$ cat src/rtl/ps2_scancode_decoder.sv
// Purpose : assembles PS/2 Set-2 byte streams (E0/F0 prefixes, E1 Pause) into key make/break events and a held-note bitmap.
// Latency : every output is registered; pulses appear the cycle after the strobe of the completing byte.
// Backpressure: none; a strobe on every consecutive cycle is accepted and processed.
//
// Ports:
//   CLOCK_50                    system clock
//   reset                       synchronous, active-high reset
//   ps2_key_data/_pressed       received byte and its one-cycle strobe
//   event_valid/code/extended/break  one-cycle key event with its final code byte and prefix flags
//   note_valid/note_index       pulse with event_valid when the key maps to note 0..12
//   notes_held                  bit n = note n currently held
//   protocol_error              one-cycle pulse on malformed sequence or prefix timeout
//
// Build option: define PS2_REPEAT_FILTER_EN to drop typematic repeats of notes already held.
module ps2_scancode_decoder #(
    parameter int TIMEOUT_CYCLES = 1_000_000
) (
    input  logic        CLOCK_50,
    input  logic        reset,
    input  logic [7:0]  ps2_key_data,
    input  logic        ps2_key_pressed,
    output logic        event_valid,
    output logic [7:0]  event_code,
    output logic        event_extended,
    output logic        event_break,
    output logic        note_valid,
    output logic [3:0]  note_index,
    output logic [12:0] notes_held,
    output logic        protocol_error
);

    localparam int CW = $clog2(TIMEOUT_CYCLES + 1);
    localparam logic [CW-1:0] TMO_LAST = CW'(TIMEOUT_CYCLES - 1);

    typedef enum logic [2:0] {
        S_IDLE    = 3'd0,
        S_EXT     = 3'd1,
        S_BRK     = 3'd2,
        S_EXT_BRK = 3'd3,
        S_SKIP    = 3'd4
    } state_t;

    state_t        state_q, state_d;
    logic [CW-1:0] tmo_q, tmo_d;
    logic [2:0]    skip_q, skip_d;

    logic          ev_d, ext_d, brk_d, nv_d, err_d;
    logic [7:0]    code_d;
    logic [3:0]    ni_d;
    logic [12:0]   held_d;

    logic          emit, emit_ext, emit_brk, suppress;
    logic          note_hit;
    logic [3:0]    note_idx;

    // Bytes that can never be the final code of a key sequence.
    function automatic logic is_reserved(input logic [7:0] b);
        case (b)
            8'hE0, 8'hF0, 8'hE1, 8'hAA, 8'hFA,
            8'hEE, 8'hFE, 8'h00, 8'hFF: is_reserved = 1'b1;
            default:                    is_reserved = 1'b0;
        endcase
    endfunction

    // Keyboard status/acknowledge bytes dropped silently when no sequence is open.
    function automatic logic is_filler(input logic [7:0] b);
        case (b)
            8'hAA, 8'hFA, 8'hEE, 8'hFE, 8'h00, 8'hFF: is_filler = 1'b1;
            default:                                  is_filler = 1'b0;
        endcase
    endfunction

    // {hit, index}: home-row piano layout, A = C through K = C an octave up.
    function automatic logic [4:0] note_lookup(input logic [7:0] b);
        case (b)
            8'h1C:   note_lookup = {1'b1, 4'd0};
            8'h1D:   note_lookup = {1'b1, 4'd1};
            8'h1B:   note_lookup = {1'b1, 4'd2};
            8'h24:   note_lookup = {1'b1, 4'd3};
            8'h23:   note_lookup = {1'b1, 4'd4};
            8'h2B:   note_lookup = {1'b1, 4'd5};
            8'h2C:   note_lookup = {1'b1, 4'd6};
            8'h34:   note_lookup = {1'b1, 4'd7};
            8'h35:   note_lookup = {1'b1, 4'd8};
            8'h33:   note_lookup = {1'b1, 4'd9};
            8'h3C:   note_lookup = {1'b1, 4'd10};
            8'h3B:   note_lookup = {1'b1, 4'd11};
            8'h42:   note_lookup = {1'b1, 4'd12};
            default: note_lookup = 5'd0;
        endcase
    endfunction

    assign {note_hit, note_idx} = note_lookup(ps2_key_data);

    always_comb begin
        state_d  = state_q;
        tmo_d    = tmo_q;
        skip_d   = skip_q;
        ev_d     = 1'b0;
        nv_d     = 1'b0;
        err_d    = 1'b0;
        code_d   = event_code;
        ext_d    = event_extended;
        brk_d    = event_break;
        ni_d     = note_index;
        held_d   = notes_held;
        emit     = 1'b0;
        emit_ext = 1'b0;
        emit_brk = 1'b0;
        suppress = 1'b0;

        if (ps2_key_pressed) begin
            // A byte arriving on the terminal count cycle is processed; the timeout is not taken.
            tmo_d = '0;
            case (state_q)
                S_IDLE: begin
                    if (ps2_key_data == 8'hE0) begin
                        state_d = S_EXT;
                    end else if (ps2_key_data == 8'hF0) begin
                        state_d = S_BRK;
                    end else if (ps2_key_data == 8'hE1) begin
                        state_d = S_SKIP;
                        skip_d  = 3'd7;
                    end else if (!is_filler(ps2_key_data)) begin
                        emit = 1'b1;
                    end
                end
                S_EXT: begin
                    if (ps2_key_data == 8'hF0) begin
                        state_d = S_EXT_BRK;
                    end else begin
                        state_d = S_IDLE;
                        if (is_reserved(ps2_key_data)) begin
                            err_d = 1'b1;
                        end else begin
                            emit     = 1'b1;
                            emit_ext = 1'b1;
                        end
                    end
                end
                S_BRK, S_EXT_BRK: begin
                    state_d = S_IDLE;
                    if (is_reserved(ps2_key_data)) begin
                        err_d = 1'b1;
                    end else begin
                        emit     = 1'b1;
                        emit_brk = 1'b1;
                        emit_ext = (state_q == S_EXT_BRK);
                    end
                end
                S_SKIP: begin
                    // Pause sends E1 plus seven bytes with no break code; swallow them blindly.
                    if (skip_q <= 3'd1) begin
                        state_d = S_IDLE;
                        skip_d  = 3'd0;
                    end else begin
                        skip_d = skip_q - 3'd1;
                    end
                end
                default: begin
                    state_d = S_IDLE;
                end
            endcase
        end else if (state_q == S_IDLE) begin
            tmo_d = '0;
        end else if (tmo_q == TMO_LAST) begin
            err_d   = 1'b1;
            state_d = S_IDLE;
            tmo_d   = '0;
            skip_d  = 3'd0;
        end else begin
            tmo_d = tmo_q + CW'(1);
        end

        if (emit) begin
`ifdef PS2_REPEAT_FILTER_EN
            suppress = note_hit && !emit_ext && !emit_brk && notes_held[note_idx];
`endif
            if (note_hit && !emit_ext) begin
                held_d[note_idx] = !emit_brk;
            end
            if (!suppress) begin
                ev_d   = 1'b1;
                code_d = ps2_key_data;
                ext_d  = emit_ext;
                brk_d  = emit_brk;
                if (note_hit && !emit_ext) begin
                    nv_d = 1'b1;
                    ni_d = note_idx;
                end
            end
        end
    end

    always_ff @(posedge CLOCK_50) begin
        if (reset) begin
            state_q        <= S_IDLE;
            tmo_q          <= '0;
            skip_q         <= 3'd0;
            event_valid    <= 1'b0;
            event_code     <= 8'h00;
            event_extended <= 1'b0;
            event_break    <= 1'b0;
            note_valid     <= 1'b0;
            note_index     <= 4'd0;
            notes_held     <= 13'd0;
            protocol_error <= 1'b0;
        end else begin
            state_q        <= state_d;
            tmo_q          <= tmo_d;
            skip_q         <= skip_d;
            event_valid    <= ev_d;
            event_code     <= code_d;
            event_extended <= ext_d;
            event_break    <= brk_d;
            note_valid     <= nv_d;
            note_index     <= ni_d;
            notes_held     <= held_d;
            protocol_error <= err_d;
        end
    end

endmodule

$ cat config.mk
export PLATFORM = sky130hd
export DESIGN_NAME = ps2_scancode_decoder
export DESIGN_NICKNAME = d
export VERILOG_FILES = /design/src/rtl/ps2_scancode_decoder.sv
export SDC_FILE = /design/constraint.sdc
export NUM_CORES = 1
export LEC_CHECK = 0
export ABC_AREA = 1
export CAP_MARGIN = 10
export CORE_UTILIZATION = 38
export DETAILED_ROUTE_END_ITERATION = 10
export PLACE_DENSITY = 0.58
export SYNTH_ARGS = -nofsm -noshare
export SYNTH_HDL_FRONTEND = slang
export SYNTH_SLANG_ARGS = --single-unit
$ cat constraint.sdc
create_clock -name CLOCK_50 -period 1.9 [get_ports CLOCK_50]
set_input_delay 0.19 -clock CLOCK_50 [delete_from_list [all_inputs] [get_ports CLOCK_50]]
set_output_delay 0.19 -clock CLOCK_50 [all_outputs]
set_load 0.1 [all_outputs]
==> run summary, run 1 <==
fill count - 808
Final setup viols - 0
Critical Path RT - 2.15 ns
placed cell count - 666
final worst path period share - 91.7%
post-synth top area share - 36.5%
Overall Global Routing Usage - 19.0%
vias in the first global route - 2,937
Synth area leader - dfxtp_1
cell area after layout - 4130 µm²
Worst Tran Pin Value - 0.448 ns
die span in y - 91.9 µm
TNS Setup - 0 ns
CP Capture Type - flip-flop
Hold WC Path Type - input port to flip-flop
endpoints failing hold - 0
Via density - 4.77
Yosys warning count - 0
arrival time worst endpoint - 1.99 ns
Worst R2R Setup Slack - 0.16 ns
die area - 8450 µm²
port bufs - 40
R2R Path End - state_q[2]$_SDFFE_PP0P_
# rows - 32
drt total wl - 7.66 mm
initial antenna violation count - 0
fin nets - 585
detailed placer's ending HPWL - 5.91 mm
Final Hold Slack - 0.321 ns
synthesized net count - 491
crit-path max cell delay - 0.35 ns
largest net degree at the start of global routing - 24
Fmax - 574 MHz
FF-to-FF Start - tmo_q[0]$_SDFF_PP0_
H-tree lvl count - 2
IO Pins - 41
Clk Latency, worst-skew pair - 0.31 ns
final non-filler cell total - 674
Die W - 91.9 µm
Reg clk slew, reported paths - 0.11 ns
Post-DP Area - 3950 µm²
Seq cells post-synth - 56
ratio of cells with drive above 1 in the final layout - 24.5%
Crit Path Max Fanout - 4
CP cell instances - ha_1 > nand2_1 > inv_1 > nand2_1 > nor2_1 > nand3_1 > o21ai_2 > and2_1 > nand3_1 > a21oi_1
Sink Count - 56
Seq/Total Area, Yosys - 36.5%
crit path max-delay cell type - dfxtp_1
area of the core - 7770 µm²
leakage power - 1.92 nW
slew margin rel. - 69.9%
syn_area_per_cell - 6.44 µm²
final antenna-violating net count - 0
TritonCTS clock tree - built
final core utilization - 53.1%
CTS buffer count - 5
Worst Skew - 0.00926 ns
Yosys cell types - 32
drt first-iter violations - 131
routability cong. - 0.942
Area growth, synth to finish - 34.2%
post-CTS setup buffer count - 0
outcome - complete, no violations
n_diodes - 0
CP Launch Type - flip-flop
synth top area cells - dfxtp_1, nand2_1, nor2_1
Slew Limit Fails - 0
global-route wire length before repair - 12.9 mm
Routed WL per cell - 11.4 µm
Netlist Area Pre-Place - 3070 µm²
Peak VDD IR - 0.350 mV
Pwr per Cell Area - 567 nW/µm²
reg2reg path depth - 10
Starting Density - 39.6%
CP Launch Point - tmo_q[0]$_SDFF_PP0_
fin crit period - 1.74 ns
Vias - 3,218
DR pass1 iterations - 4
Clock Tree Root - clkbuf_8
max cap viols - 0
Syn Inst Count - 477
WS Path Type - flip-flop to flip-flop
Residual DRC - 0
crit path to - state_q[2]$_SDFFE_PP0P_
Max clock buf depth - 2
gr ovfl total - 0
final cells by class:
type                            count  area, µm²  area share, %
Multi-Input combinational cell    343       1700           41.2
Sequential cell                    56       1120           27.2
Timing Repair Buffer               99        838           20.3
Inverter                           66        248           6.01
Tap cell                          102        128           3.09
Clock buffer                        5       68.8           1.67
Clock inverter                      3       21.3          0.516
cell usage after synthesis:
cell	instances
nand2_1	108
nor2_1	78
inv_1	61
dfxtp_1	56
a21oi_1	33
nand3_1	23
nor3_1	21
nand4_1	19
o21ai_0	19
nand2_2	7
clkbuf_1	5
inv_2	5
xor2_1	5
nor2_4	4
buf_2	3
ha_1	3
nor2_2	3
nor3b_1	3
o22ai_1	3
buf_4	2
buf_6	2
nor4_1	2
or2_2	2
xnor2_1	2
a21boi_0	1
a22oi_1	1
a31oi_1	1
and2_1	1
nand3_2	1
o211a_1	1
o211ai_1	1
o21ai_2	1
metal layers:
metal	global-route usage (%)	share of wire, %	vias to the layer above
met3	3.40	2.9	10
met5	0	0	-
met2	32.9	47	44
met4	6.12	1.9	0
met1	23.6	48	1440
li1	-	-	1724
registers in the layout, summed over array words and instances, names as in the netlist, 3 cells and up:
signal      flops
tmo_q          20
note_index      4
state_q         3
event_code      8
notes_held     13
skip_q          3
how the worst min path moves through the flow:
stage	from	to	slack, ns	cells after the start
finish	ps2_key_data[4]	event_code[4]$_SDFFE_PP0P_	0.32	4
global route	ps2_key_data[7]	event_code[7]$_SDFFE_PP0P_	0.36	4
CTS	notes_held[3]$_SDFFE_PP0P_	notes_held[3]$_SDFFE_PP0P_	0.47	2
detailed placement	notes_held[3]$_SDFFE_PP0P_	notes_held[3]$_SDFFE_PP0P_	0.46	2
global placement	notes_held[2]$_SDFFE_PP0P_	notes_held[2]$_SDFFE_PP0P_	0.45	2
floorplan	ps2_key_pressed	state_q[0]$_SDFFE_PP0P_	0.34	2
placed cells by master, fill, tap and decap left out, drive strengths merged, types with 8 or more instances in the layout:
cell type,n
nor2,85
inv,67
nand4,19
dfxtp,56
nand2,115
a21oi,33
buf,89
dlymetal6s2s,8
o21ai,20
nand3,24
nor3,21
where the power goes:
group,internal (mW),total (mW),switching (mW),leakage [nW]
clock,0.263,0.682,0.419,0.0445
sequential,1.20,1.21,0.0122,0.455
combinational,0.139,0.449,0.310,1.42
kinds of logic (layout without fill, tap and decap cells):
logic type      after synthesis  count (layout)  share of synthesized area [%]
compound gates               61              61                           10.6
xor+xnor                      7               7                           1.99
fa+ha+maj                     3               3                           1.22
buf+inv                      78             173                           10.4
flops                        56              56                           36.5
simple gates                272             272                           39.3
stage by stage:
step	setup slack, ns	power (mW)
global route	-0.00347	2.45
finish	0.157	2.34
floorplan	0.291	1.53
CTS	0.0420	2.37
detailed placement	-0.284	1.68
global placement	-0.296	1.68
repair_timing:
action	in CTS	in global routing
pin swaps	0	1
endpoints found under the setup margin	2	33
resized for setup	1	30
hold buffers	0	0
critical path, delay by kind of cell (launching register included):
kind	cells	cell delay, ns
AOI/OAI and AO/OA	2	0.36
adders and majority gates	1	0.17
buffers and inverters	1	0.08
DFF	1	0.35
and+or+nand+nor	6	0.72
Note: power is estimated with default switching activity, not from simulation.
==> run 2, diff against run 1 <==
--- a/config.mk
+++ b/config.mk
@@ -7,6 +7,7 @@
 export LEC_CHECK = 0
 export ABC_AREA = 1
 export CAP_MARGIN = 10
+export CORE_MARGIN = 4
 export CORE_UTILIZATION = 38
 export DETAILED_ROUTE_END_ITERATION = 10
 export PLACE_DENSITY = 0.58
==> run summary, run 2 (synthesized netlist as in run 1, its figures left out) <==
reg2reg path depth - 11
ratio of cells with drive above 1 in the final layout - 25.0%
final worst path period share - 91.7%
Reg clk slew, reported paths - 0.11 ns
Buf/Inv on CP - 2
CTS buffer count - 5
area of the core - 7810 µm²
hold depth - 4
Hold WC Path Type - input port to flip-flop
routability cong. - 0.928
fin nets - 585
Die W - 97.9 µm
final core utilization - 53.0%
Final setup viols - 0
max cap viols - 0
Setup WS pre-CTS - -0.409 ns
Critical Path RT - 2.16 ns
detailed placer's ending HPWL - 6.13 mm
largest net degree at the start of global routing - 27
Slew Limit Fails - 0
WS Path Type - flip-flop to flip-flop
die area - 9590 µm²
Area growth, synth to finish - 34.6%
DR pass1 iterations - 4
final non-filler cell total - 674
CP Capture Type - flip-flop
die span in y - 97.9 µm
Residual DRC - 0
crit-path max cell delay - 0.36 ns
endpoints failing hold - 0
Largest register FFs - 20
most common library cell in the layout ignoring fill and taps - nand2_1
fin crit period - 1.74 ns
Routed WL per cell - 12.0 µm
hold path startpoint - ps2_key_data[3]
metal3 WL - 291 µm
final antenna-violating net count - 0
Clock Tree Root - clkbuf_8
Via density - 4.80
H-tree lvl count - 2
Worst R2R Setup Slack - 0.16 ns
fill count - 787
CP Launch Type - flip-flop
Worst Skew - 0.00956 ns
Vias - 3,232
Worst Tran Pin Value - 0.407 ns
routed wl met2 - 3.85 mm
Clk Latency, worst-skew pair - 0.32 ns
arrival time worst endpoint - 2.00 ns
Pwr per Cell Area - 569 nW/µm²
hold worst-path end - event_code[3]$_SDFFE_PP0P_
drt total wl - 8.08 mm
port bufs - 40
Post-DP Area - 3940 µm²
largest registers - tmo_q: 20 flops, notes_held: 13 flops, event_code: 8 flops
Max clock buf depth - 2
IO Pins - 41
Sink Count - 56
drt first-iter violations - 103
total power - 2.36 mW
Highest Signal Layer - met4
n_diodes - 0
gr ovfl total - 0
slew margin rel. - 72.7%
TNS Setup - 0 ns
TritonCTS clock tree - built
initial antenna violation count - 0
CP cell instances - ha_1 > nand2_1 > inv_1 > nand2_1 > nor2_1 > nand3_1 > o21ai_0 > buf_4 > and2_4 > nand3_1 > a21oi_2
Starting Density - 39.4%
cell area after layout - 4140 µm²
Crit Path Max Fanout - 4
global-route wire length before repair - 13.7 mm
Largest Register - tmo_q
Fmax - 574 MHz
outcome - complete, no violations
Peak VDD IR - 0.329 mV
routed length on met1 - 3.83 mm
vias in the first global route - 2,983
Overall Global Routing Usage - 17.0%
R2R Path End - state_q[2]$_SDFFE_PP0P_
final worst slack - 0.157 ns
crit path max-delay cell type - dfxtp_2
placed cell count - 665
delay-heaviest family, CP - simple AND/OR/NAND/NOR gates
Final Hold Slack - 0.331 ns
most frequent cells in the layout - nand2_1, buf_4, nor2_1
# rows - 32
FF-to-FF Start - tmo_q[0]$_SDFF_PP0_
leakage power - 1.92 nW
run 2: where the power goes:
part / switching [mW] / leakage, nW / internal [mW]
combinational: 0.318 / 1.41 / 0.138
sequential: 0.0118 / 0.455 / 1.20
clock: 0.425 / 0.0485 / 0.266
run 2: worst min-delay path: stages:
cell	delay (ns)
dlymetal6s2s_1	0.17
inv_2	0.10
buf_4	0.10
a21oi_1	0.04
run 2: layout make-up:
class / instances / area [µm²] / share of cell area [%]
repair buffers: 99 / 838 / 20.3
well taps: 102 / 128 / 3.08
inverters: 66 / 248 / 5.99
flip-flops and latches: 56 / 1120 / 27.2
clock inverters: 3 / 22.5 / 0.544
multi-input cells: 343 / 1710 / 41.3
clock buffers: 5 / 68.8 / 1.66
run 2: timing repair:
action / 4_1_cts / 5_1_grt
gates resized for setup: 1 / 36
buffers inserted: 0 / 1
endpoints found under the setup margin: 1 / 36
hold buffers: 0 / 0
pin swaps: 0 / 1
run 2: how the worst max path moves through the flow:
stage	from	end	slack (ns)	depth (start not counted)
after floorplan	tmo_q[0]$_SDFF_PP0_	skip_q[0]$_SDFFE_PP0P_	0.29	10
after global placement	ps2_key_data[4]	note_index[3]$_SDFFE_PP0P_	-0.39	12
after detailed placement	ps2_key_data[4]	note_index[3]$_SDFFE_PP0P_	-0.41	12
after CTS	ps2_key_data[4]	note_index[3]$_SDFFE_PP0P_	0.02	12
after global routing	tmo_q[0]$_SDFF_PP0_	state_q[2]$_SDFFE_PP0P_	-0.02	11
final	tmo_q[0]$_SDFF_PP0_	state_q[2]$_SDFFE_PP0P_	0.16	11
run 2: per-layer routing:
layer / vias up / track usage, %
met5: - / 0
met4: 0 / 4.26
met3: 10 / 3.14
met2: 49 / 28.7
met1: 1452 / 22.3
li1: 1721 / -
